===== src/rtl/write_back_stage_param.sv =====
// RV32I/RV64I write-back stage: MEM/WB register, load alignment/extension and result select.
// Optional retire counter enabled by defining WB_RETIRE_CNT_EN.
module write_back_stage_param #(
    parameter int XLEN       = 32,
    parameter int REG_ADDR_W = 5,
    parameter int CNT_W      = 64
) (
    input  logic                  clk,
    input  logic                  srst,
    input  logic                  stall_w,
    input  logic                  flush_w,
    input  logic                  valid_m,
    input  logic                  reg_write_m,
    input  logic [1:0]            result_src_m,
    input  logic [2:0]            load_type_m,
    input  logic [REG_ADDR_W-1:0] rd_m,
    input  logic [XLEN-1:0]       alu_result_m,
    input  logic [XLEN-1:0]       read_data_m,
    input  logic [XLEN-1:0]       pc_plus4_m,
    input  logic [XLEN-1:0]       imm_ext_m,
    output logic                  reg_write_w_out,
    output logic [REG_ADDR_W-1:0] rd_w_out,
    output logic [XLEN-1:0]       result_w,
    output logic                  valid_w,
    output logic                  retire_w,
    output logic [CNT_W-1:0]      retire_cnt
);

    logic                  valid_q;
    logic                  reg_write_q;
    logic [1:0]            result_src_q;
    logic [2:0]            load_type_q;
    logic [REG_ADDR_W-1:0] rd_q;
    logic [XLEN-1:0]       alu_q;
    logic [XLEN-1:0]       read_data_q;
    logic [XLEN-1:0]       pc_plus4_q;
    logic [XLEN-1:0]       imm_q;

    logic [31:0]           load_word;
    logic [7:0]            load_byte;
    logic [15:0]           load_half;
    logic [XLEN-1:0]       load_val;

    // Control bits: a flush turns the slot into a bubble and wins over a stall.
    always_ff @(posedge clk or posedge srst) begin
        if (srst) begin
            valid_q     <= 1'b0;
            reg_write_q <= 1'b0;
        end else if (flush_w) begin
            valid_q     <= 1'b0;
            reg_write_q <= 1'b0;
        end else if (!stall_w) begin
            valid_q     <= valid_m;
            reg_write_q <= reg_write_m;
        end
    end

    always_ff @(posedge clk or posedge srst) begin
        if (srst) begin
            result_src_q <= '0;
            load_type_q  <= '0;
            rd_q         <= '0;
            alu_q        <= '0;
            read_data_q  <= '0;
            pc_plus4_q   <= '0;
            imm_q        <= '0;
        end else if (flush_w || !stall_w) begin
            result_src_q <= result_src_m;
            load_type_q  <= load_type_m;
            rd_q         <= rd_m;
            alu_q        <= alu_result_m;
            read_data_q  <= read_data_m;
            pc_plus4_q   <= pc_plus4_m;
            imm_q        <= imm_ext_m;
        end
    end

    // Only the low word of memory data is ever used; halfword picks ignore addr[0].
    always_comb begin
        load_word = read_data_q[31:0];
        load_half = alu_q[1] ? load_word[31:16] : load_word[15:0];
        case (alu_q[1:0])
            2'b00:   load_byte = load_word[7:0];
            2'b01:   load_byte = load_word[15:8];
            2'b10:   load_byte = load_word[23:16];
            default: load_byte = load_word[31:24];
        endcase
        case (load_type_q)
            3'b000:  load_val = XLEN'($signed(load_byte));
            3'b001:  load_val = XLEN'($signed(load_half));
            3'b100:  load_val = XLEN'(load_byte);
            3'b101:  load_val = XLEN'(load_half);
            default: load_val = XLEN'($signed(load_word));
        endcase
    end

    always_comb begin
        case (result_src_q)
            2'b00:   result_w = alu_q;
            2'b01:   result_w = load_val;
            2'b10:   result_w = pc_plus4_q;
            default: result_w = imm_q;
        endcase
    end

    assign valid_w         = valid_q;
    assign rd_w_out        = rd_q;
    assign reg_write_w_out = valid_q & reg_write_q & (rd_q != '0);

`ifdef WB_RETIRE_CNT_EN
    logic [CNT_W-1:0] retire_cnt_q;

    // An instruction retires on the cycle it leaves WB, so a stall delays the pulse.
    assign retire_w = valid_q & ~stall_w;

    always_ff @(posedge clk or posedge srst) begin
        if (srst) begin
            retire_cnt_q <= '0;
        end else if (retire_w) begin
            retire_cnt_q <= retire_cnt_q + CNT_W'(1);
        end
    end

    assign retire_cnt = retire_cnt_q;
`else
    assign retire_w   = 1'b0;
    assign retire_cnt = '0;
`endif

endmodule


===== config.mk =====
export PLATFORM = sky130hd
export DESIGN_NAME = write_back_stage_param
export DESIGN_NICKNAME = d
export VERILOG_FILES = /design/src/rtl/write_back_stage_param.sv
export SDC_FILE = /design/constraint.sdc
export NUM_CORES = 1
export LEC_CHECK = 0
export BUFFER_PORTS_ARGS = -buffer_cell sky130_fd_sc_hd__clkbuf_2
export CAP_MARGIN = 20
export CORE_ASPECT_RATIO = 0.5
export CORE_MARGIN = 10
export CORE_UTILIZATION = 27
export DETAILED_ROUTE_END_ITERATION = 8
export MAX_ROUTING_LAYER = met4
export PLACE_DENSITY = 0.47
export SYNTH_ARGS = -nofsm -noshare
export SYNTH_HDL_FRONTEND = slang
export SYNTH_SLANG_ARGS = --single-unit

===== constraint.sdc =====
create_clock -name clk -period 6.7 [get_ports clk]
set_input_delay 1.34 -clock clk [delete_from_list [all_inputs] [get_ports clk]]
set_output_delay 1.34 -clock clk [all_outputs]
set_load 0.03 [all_outputs]

==> results.py, run 1 <==
metrics = {
    "placed_design": {
        "dp_slack_ns": 3.122,
        "place_hpwl_um": 16960,
        "dp_cells": 1080,
        "placed_area_mm2": 0.008160,
        "io_buffer_count": 182,
        "place_congestion": 0.8081,
    },
    "worst_setup_path": {
        "cp-start-kind": "register",
        "cp.required_ns": 5.36,
        "crit_chain": "buf_4 > a31oi_4 > a22oi_1 > clkbuf_2",
        "crit_fanout": 50,
        "crit_family": "buffers and inverters",
        "critPathArrivalTime_ns": 2.67,
        "end_kind": "output port",
        "crit_path_top_delay_cell": "dfrtp_4",
        "crit_buf_inv": 2,
        "path_class": "reg -> out",
        "slowest_delay_ns": 0.64,
    },
    "timing": {
        "rsz0062_at_grt": "no",
        "slew_headroom_pct": 34.51,
        "hold_ws_ns": 0.5003,
        "hold_viol": 0,
        "slew_viol_final": 0,
        "fin_setup_tns_ns": 0,
        "setup_ws_ns": 2.685,
        "fin_skew_ns": 0,
        "period_needed_ns": 4.015,
        "post-route-period-util_pct": 59.92,
        "setup_viol": 0,
        "fmax_mhz": 249.1,
        "tightest_slew_ns": 0.9823,
    },
    "floorplanning": {
        "start_util_pct": 27.34,
        "dieArea_mm2": 0.03398,
        "io-pin-count": 248,
        "die-width_um": 250.9,
        "core_area_mm2": 0.02633,
        "die-height_um": 135.4,
        "rows": 42,
    },
    "route": {
        "viasPerCell": 4.440,
        "dr.pass1.iters": 5,
        "postRouteAntennaNets": 0,
        "drt_iter0_drc": 222,
        "wl_per_cell_um": 19.90,
        "vias": 4942,
        "drt_wl_total_um": 22150,
        "drc": 0,
    },
    "power": {
        "clockPowerShare_pct": 43.1,
        "combPwrFrac_pct": 19.3,
        "p_int_mw": 1.862,
        "power-per-cell-area_mw_per_mm2": 293.3,
        "p_leak_nw": 4.126,
        "vdd_drop_max_v": 0.0001712,
        "switching_share_pct": 28.32,
        "p_switching_mw": 0.7358,
        "total_power_mw": 2.598,
        "power_frac_seq_pct": 37.5,
    },
    "run_status": {
        "status": "completed",
    },
    "finish": {
        "post-route-util_pct": 33.65,
        "fill_cells": 2650,
        "fin_nets": 891,
        "fin_area_mm2": 0.008859,
        "syn_to_final_growth_pct": 23.09,
        "layout-drive-gt1-share_pct": 51.71,
        "fin_cells": 1113,
    },
    "clock_tree": {
        "worst_skew_pair.late_latency_ns": 0.42,
        "ctsHoldBuffers": 0,
        "cts_tree": "yes",
        "clk_path_buf_depth": 2,
        "cts_repair_resize_count": 0,
        "clk_pin_slew_ns": 0.06,
        "cts_buffers": 17,
        "clkSinkCount": 140,
        "post_cts.repair.setup_buffers": 0,
        "cts-root-buf": "clkbuf_16",
        "ctsHtreeMaxLevel": 4,
    },
    "flow_run": {
        "timing.max_cap.violations": 0,
    },
    "synthesis": {
        "ys_types": 34,
        "yosys_register_bits": 140,
        "yosysWarnings": 0,
        "syn-cell-area_mm2": 0.007197,
        "synth_area_per_cell_um2": 12.45,
        "ys_seq_area_share_pct": 48.68,
        "netlist_instances": 578,
    },
    "worst_hold_path": {
        "hp-class": "reg -> reg",
    },
    "global_route": {
        "grt_max_degree": 105,
        "antenna_found_initial": 1,
        "grt_pass1_vias": 5455,
        "grt_pass1_wl_um": 33370,
        "overflow": 0,
        "grt_usage_pct": 13.29,
    },
}
==> logic make-up after synthesis <==
logic type | Yosys count | share of synthesized area [%]
simple gates | 64 | 4.173
other cells | 1 | 0.05211
flops | 140 | 48.68
buf+inv | 106 | 9.805
compound gates | 82 | 8.136
mux | 185 | 29.16
==> Yosys cell counts (all sizes together) <==
cell,count,area (um^2)
a22oi,28,260.3
o21ai,33,165.2
buf,95,664.4
mux2i,30,307.8
a31oi,1,21.27
nor3,1,5.000
o211a,1,10.01
nor2b,3,41.29
a21oi,3,15.01
dfrtp,140,3503
o311a,1,10.01
clkbuf,7,26.28
nor4,1,6.260
o22ai,10,62.56
and3,1,6.260
mux4,4,90.09
o31ai,2,15.01
or3,1,6.260
inv,4,15.01
nor2,8,30.03
mux2,151,1700
conb,1,3.750
a32oi,3,26.28
nand3,1,5.000
nand2,41,153.9
nand2b,6,37.54
or3b,1,8.760
==> power by group through the flow <==
stage,Combinational [mW],Sequential [mW],Clock (mW)
floorplan,0.395,0.967,0
global placement,0.507,0.990,0
detailed placement,0.510,0.991,0
CTS,0.512,0.976,1.15
global route,0.543,0.986,1.19
finish,0.502,0.975,1.12
==> layout make-up <==
type	count	area, um^2	area share [%]
Sequential cell	140	3508	39.60
Timing Repair Buffer	188	955.9	10.79
Clock inverter	12	239.0	2.698
Clock buffer	20	456.7	5.155
Inverter	4	20.02	0.2260
Tap cell	352	440.4	4.972
Antenna cell	1	2.502	0.02825
Multi-Input combinational cell	396	3236	36.53
==> path summary, 6_finish.rpt <==
check	slack [ns]	cells after the start	to	from
worst max register to register	5.13	2	result_src_q[0]	result_src_q[0]
worst min register to register	0.50	1	alu_q[25]	alu_q[25]
min in group asynchronous	1.11	2	imm_q[17]	srst
worst min-delay path	0.50	1	alu_q[25]	alu_q[25]
max in group asynchronous	4.45	3	result_src_q[0]	srst
worst max-delay path	2.69	4	result_w[18]	result_src_q[0]
==> registers in the layout (all words and copies together) (netlist names) <==
register      cells
alu_q            32
imm_q            32
load_type_q       3
load_word        32
pc_plus4_q       32
rd_w_out          5
reg_write_q       1
result_src_q      2
valid_w           1
==> layout by cell type, fill, tap and decap left out, types with 4 or more instances in the layout <==
| cell | instances |
|---|---|
| clkbuf_2 | 182 |
| mux2_2 | 150 |
| dfrtp_1 | 138 |
| conb_1 | 65 |
| nand2_1 | 41 |
| mux2i_1 | 28 |
| o21ai_0 | 25 |
| a22oi_1 | 18 |
| clkbuf_16 | 17 |
| o22ai_1 | 10 |
| a22oi_2 | 10 |
| nor2_1 | 8 |
| o21ai_1 | 8 |
| bufinv_16 | 7 |
| buf_4 | 6 |
| nand2b_1 | 5 |
| mux4_2 | 4 |
| clkinv_2 | 4 |
==> metal layers <==
layer  part of all wire (%)  global-route usage, %  vias to the layer above
met1                     40                  14.54                     2511
li1                       -                      -                     2288
met3                    5.0                  3.476                       15
met2                     54                  23.58                      128
met4                    1.2                  3.794                        0
met5                      0                      -                        -
(Power assumes the default switching activity.)
==> run 2, diff against run 1 <==
--- a/config.mk
+++ b/config.mk
@@ -12,7 +12,7 @@
 export CORE_UTILIZATION = 27
 export DETAILED_ROUTE_END_ITERATION = 8
 export MAX_ROUTING_LAYER = met4
-export PLACE_DENSITY = 0.47
+export PLACE_DENSITY = 0.49
 export SYNTH_ARGS = -nofsm -noshare
 export SYNTH_HDL_FRONTEND = slang
 export SYNTH_SLANG_ARGS = --single-unit
==> constraint.sdc (replaced) <==
create_clock -name clk -period 3.3 [get_ports clk]
set_input_delay 0.66 -clock clk [delete_from_list [all_inputs] [get_ports clk]]
set_output_delay 0.66 -clock clk [all_outputs]
set_load 0.03 [all_outputs]
==> run 2 against run 1 <==
First-iteration DRC count shrank 18%; power is 82% higher; setup slack worse by 2.5 ns; clock skew unchanged; combinational power increased by 110%; sequential cell count is the same; critical path depth grew 1; count of clock-buffer cells in the layout up 4; worst hold slack worse by 0.11 ns; critical path type unchanged; clock power rose by 54%; utilization hardly changed; final cell count increased by 0.90%; highest routed layer unchanged; largest cell class unchanged.
==> results.py, run 2 (same netlist as run 1, synthesis figures left out) <==
metrics = {
    "clock_tree": {
        "cts-root-buf": "clkbuf_16",
        "ctsHoldBuffers": 0,
        "worst_skew_pair.late_latency_ns": 0.42,
        "ctsHtreeMaxLevel": 4,
        "cts_tree": "yes",
        "clkSinkCount": 140,
        "clk_pin_slew_ns": 0.06,
        "cts_buffers": 17,
        "cts_repair_resize_count": 0,
        "clk_path_buf_depth": 2,
    },
    "timing": {
        "post-route-period-util_pct": 92.91,
        "rsz0062_at_grt": "no",
        "fmax_mhz": 326.2,
        "period_needed_ns": 3.066,
        "setup_viol": 0,
        "slew_viol_final": 0,
        "fin_skew_ns": 0,
        "slew_headroom_pct": 41.93,
        "fin_setup_tns_ns": 0,
        "hold_viol": 0,
        "tightest_slew_ns": 0.8693,
    },
    "global_route": {
        "grt_max_degree": 55,
        "grt_usage_pct": 13.04,
        "grt_pass1_wl_um": 33020,
        "overflow": 0,
        "grt_pass1_vias": 5453,
        "antenna_found_initial": 1,
    },
    "placed_design": {
        "place_congestion": 0.8284,
        "place_hpwl_um": 17040,
        "io_buffer_count": 182,
        "placed_area_mm2": 0.008289,
    },
    "worst_setup_path": {
        "reg2reg_to": "result_src_q[0]",
        "cp-start-kind": "register",
        "end_kind": "output port",
        "crit_path_top_delay_cell": "dfrtp_1",
        "setup.worst_path.start": "alu_q[1]",
        "worst_r2r_path_depth": 2,
        "path_class": "reg -> out",
        "regToRegSetupSlack_ns": 2.13,
        "crit_fanout": 8,
        "crit_chain": "inv_1 > a21oi_1 > o22ai_1 > o21ai_1 > clkbuf_2",
        "slowest_delay_ns": 0.56,
        "cp.required_ns": 2.64,
        "critPathArrivalTime_ns": 2.41,
        "crit_family": "compound AO/OA/AOI/OAI gates",
        "crit_buf_inv": 2,
        "reg2reg_from": "result_src_q[0]",
    },
    "finish": {
        "syn_to_final_growth_pct": 22.91,
        "post-route-util_pct": 33.60,
        "layout-drive-gt1-share_pct": 51.82,
        "fill_cells": 2667,
        "layout_common_cells": "clkbuf_2 (182), mux2_2 (150), dfrtp_1 (138)",
        "fin_nets": 902,
        "fin_area_mm2": 0.008846,
        "final_common_cell": "clkbuf_2",
    },
    "power": {
        "power-per-cell-area_mw_per_mm2": 535.9,
        "p_switching_mw": 1.473,
        "combPwrFrac_pct": 22.3,
        "clockPowerShare_pct": 36.2,
        "vdd_drop_max_v": 0.0003478,
        "p_int_mw": 3.268,
        "switching_share_pct": 31.06,
        "power_frac_seq_pct": 41.5,
        "p_leak_nw": 4.111,
    },
    "floorplanning": {
        "rows": 42,
        "die-width_um": 250.9,
        "die-height_um": 135.4,
        "io-pin-count": 248,
        "start_util_pct": 27.34,
        "core_area_mm2": 0.02633,
        "dieArea_mm2": 0.03398,
    },
    "route": {
        "vias": 4908,
        "viasPerCell": 4.370,
        "drt_iter0_drc": 183,
        "dr.pass1.iters": 4,
        "drc": 0,
        "postRouteAntennaNets": 0,
        "drt_wl_total_um": 21740,
        "wl_per_cell_um": 19.36,
    },
    "run_status": {
        "status": "completed",
    },
    "flow_run": {
        "timing.max_cap.violations": 0,
    },
    "worst_hold_path": {
        "hp-class": "in -> async",
    },
}
run 2: changes by cell type in the layout (fill, tap and decap cells not counted):
cell        previous run  this run
buf_12                 0         7
bufinv_16              7         0
buf_4                  6        10
clkbuf_1               1         5
clkinvlp_4             0         4
inv_6                  2         0
run 2: power by group through the flow:
stage | registers, mW | logic (mW) | clock network, mW
final | 1.97 | 1.06 | 1.72
after global routing | 1.99 | 1.15 | 1.84
after CTS | 1.97 | 1.08 | 1.77
after detailed placement | 2.00 | 1.06 | 0
after global placement | 2.00 | 1.06 | 0
after floorplan | 1.96 | 0.803 | 0
run 2: per-layer routing:
| layer | global-route usage (%) | routed length (um) | vias to the layer above |
|---|---|---|---|
| met5 | - | 0 | - |
| met3 | 3.209 | 1020 | 21 |
| met1 | 14.21 | 8653 | 2485 |
| met2 | 23.24 | 11720 | 103 |
| li1 | - | - | 2299 |
| met4 | 4.060 | 346 | 0 |
run 2: per-stage QoR:
stage / worst slack, ns / std cells / power [mW] / hold slack (ns)
4_1_cts: 0.2123 / 1122 / 4.813 / 0.3994
3_3_place_gp: 0.4931 / 1089 / 3.054 / 0.4848
3_5_place_dp: 0.4166 / 1089 / 3.063 / 0.4906
6_report: 0.2339 / 1123 / 4.741 / 0.3914
5_1_grt: 0.04542 / 1123 / 4.975 / 0.4188
2_1_floorplan: 0.8891 / 642 / 2.766 / 0.4750
run 2: layout make-up:
class	count	area, um^2	share of cell area (%)
clock buffer	24	471.7	5.332
timing repair buffer	199	1126	12.73
sequential	140	3508	39.66
antenna	1	2.502	0.02829
inverter	4	18.77	0.2122
clock inverter	7	42.54	0.4809
tap	352	440.4	4.979
multi-input combinational	396	3236	36.58
run 2: timing repair:
item / 4_1_cts / 5_1_grt
setup buffers: 2 / 0
hold endpoints to repair: 0 / 0
endpoints found under the setup margin: 4 / 0
run 2: worst max path at each step:
| stage | cells past startpoint | slack (ns) | to |
|---|---|---|---|
| floorplan | 1 | 0.89 | alu_q[0] |
| global placement | 6 | 0.49 | result_w[23] |
| detailed placement | 6 | 0.42 | result_w[23] |
| CTS | 5 | 0.21 | result_w[11] |
| global route | 5 | 0.05 | result_w[11] |
| finish | 5 | 0.23 | result_w[12] |
==> run 3, diff against run 2 <==
--- a/config.mk
+++ b/config.mk
@@ -13,6 +13,7 @@
 export DETAILED_ROUTE_END_ITERATION = 8
 export MAX_ROUTING_LAYER = met4
 export PLACE_DENSITY = 0.49
+export REMOVE_ABC_BUFFERS = 1
 export SYNTH_ARGS = -nofsm -noshare
 export SYNTH_HDL_FRONTEND = slang
 export SYNTH_SLANG_ARGS = --single-unit
==> run 3 against run 2 <==
Non-clock buffer count down 3; sequential share of layout area about the same; critical path depth up 1; first-iteration DRC count grew 50%; sequential power is essentially flat; final cell count is the same; via count increased by 2.2%; power up 3.6%; sequential cell count unchanged; critical path type unchanged.
==> results.py, run 3 (same netlist as run 1, synthesis figures left out) <==
metrics = {
    "timing": {
        "tightest_slew_ns": 0.7605,
        "hold_ws_ns": 0.3527,
        "period_needed_ns": 3.165,
        "hold_viol": 0,
        "fin_skew_ns": 0,
        "fmax_mhz": 315.9,
        "rsz0062_at_grt": "no",
        "slew_headroom_pct": 49.30,
        "setup_viol": 0,
        "slew_viol_final": 0,
        "post-route-period-util_pct": 95.91,
    },
    "worst_setup_path": {
        "crit_fanout": 11,
        "reg2reg_from": "result_src_q[0]",
        "end_kind": "output port",
        "critPathArrivalTime_ns": 2.51,
        "cp.required_ns": 2.64,
        "cp-start-kind": "register",
        "path_class": "reg -> out",
        "setup.worst_path.start": "alu_q[1]",
    },
    "clock_tree": {
        "clkSinkCount": 140,
        "cts_tree": "yes",
        "worst_skew_pair.late_latency_ns": 0.42,
        "cts_buffers": 17,
        "ctsHoldBuffers": 0,
        "cts_repair_resize_count": 0,
        "clk_path_buf_depth": 2,
        "post_cts.repair.setup_buffers": 0,
        "clk_pin_slew_ns": 0.06,
        "ctsHtreeMaxLevel": 4,
        "cts-root-buf": "clkbuf_16",
    },
    "global_route": {
        "grt_pass1_vias": 5627,
        "antenna_found_initial": 3,
        "grt_pass1_wl_um": 33710,
        "grt_usage_pct": 13.32,
        "grt_max_degree": 83,
        "overflow": 0,
    },
    "finish": {
        "syn_to_final_growth_pct": 22.76,
        "fin_area_mm2": 0.008835,
        "fin_nets": 899,
        "layout_common_cells": "clkbuf_2 (182), mux2_2 (150), dfrtp_1 (138)",
        "post-route-util_pct": 33.56,
        "layout-drive-gt1-share_pct": 52.34,
        "final_common_cell": "clkbuf_2",
    },
    "route": {
        "postRouteAntennaNets": 0,
        "vias": 5017,
        "drt_wl_total_um": 22070,
        "viasPerCell": 4.467,
        "drt_iter0_drc": 275,
        "drc": 0,
        "dr.pass1.iters": 4,
        "wl_per_cell_um": 19.66,
    },
    "worst_hold_path": {
        "hp-class": "in -> async",
    },
    "placed_design": {
        "io_buffer_count": 182,
        "place_congestion": 0.8595,
        "place_hpwl_um": 17550,
        "placed_area_mm2": 0.008243,
    },
    "flow_run": {
        "timing.max_cap.violations": 0,
    },
    "floorplanning": {
        "die-height_um": 135.4,
        "io-pin-count": 248,
        "core_area_mm2": 0.02633,
        "start_util_pct": 27.34,
        "dieArea_mm2": 0.03398,
        "die-width_um": 250.9,
        "rows": 42,
    },
    "power": {
        "power-per-cell-area_mw_per_mm2": 555.9,
        "vdd_drop_max_v": 0.0003886,
        "p_leak_nw": 4.110,
    },
    "run_status": {
        "status": "completed",
    },
}
==> run 3: cell types whose count changed in the layout (fill, tap and decap cells not counted) <==
cell and delta:
dfrtp_2 +1, dfrtp_4 -1, clkbuf_1 -5, bufinv_16 +2, clkinv_4 +2, buf_12 -5
inv_6 +3, diode_2 +2, buf_4 +2, clkbuf_8 -1
==> run 3: worst max-delay path, stage by stage (launching register included) <==
cell	delay, ns
dfrtp_1	0.57
mux2i_2	0.35
mux2i_1	0.17
a31oi_4	0.37
buf_4	0.29
a22oi_1	0.11
clkbuf_2	0.21
==> run 3: path summary, 6_finish.rpt <==
path	cells after the start	end	slack, ns
setup / recovery	6	result_w[18]	0.13
hold reg to reg	1	alu_q[19]	0.50
min in group clk	2	valid_w	0.42
hold / removal	2	reg_write_q	0.35
max in group asynchronous	3	load_word[3]	2.18
setup reg to reg	2	result_src_q[0]	1.99
==> run 3: through the flow <==
| stage | setup slack, ns | power (mW) | instances | setup TNS, ns |
|---|---|---|---|---|
| 2_1_floorplan | -1.333 | 2.704 | 540 | -343.73 |
| 3_3_place_gp | 0.6489 | 3.044 | 1088 | 0 |
| 3_5_place_dp | 0.5645 | 3.051 | 1088 | 0 |
| 4_1_cts | 0.1251 | 4.970 | 1120 | 0 |
| 5_1_grt | 0.002018 | 5.132 | 1123 | 0 |
| 6_report | 0.1348 | 4.911 | 1123 | 0 |
==> run 3: per-layer routing <==
layer / part of all wire (%) / global-route usage, % / vias up
met1: 37 / 13.64 / 2567
met3: 4.5 / 2.960 / 34
li1: - / - / 2293
met4: 2.6 / 6.423 / 0
met2: 56 / 24.07 / 123
met5: 0 / - / -
==> run 3: where the power goes <==
group          switching [mW]  internal, mW  leakage [nW]
clock network           0.770          1.13         0.278
registers               0.122          1.86          1.63
logic                   0.626         0.400          2.20
==> run 3: layout make-up <==
class / instances / area (um^2)
clock buffer: 18 / 439.2
fill: 2639 / 17490
sequential: 140 / 3506
antenna: 3 / 7.507
multi-input combinational: 396 / 3236
timing repair buffer: 196 / 1041
inverter: 4 / 20.02
clock inverter: 14 / 145.1
tap: 352 / 440.4
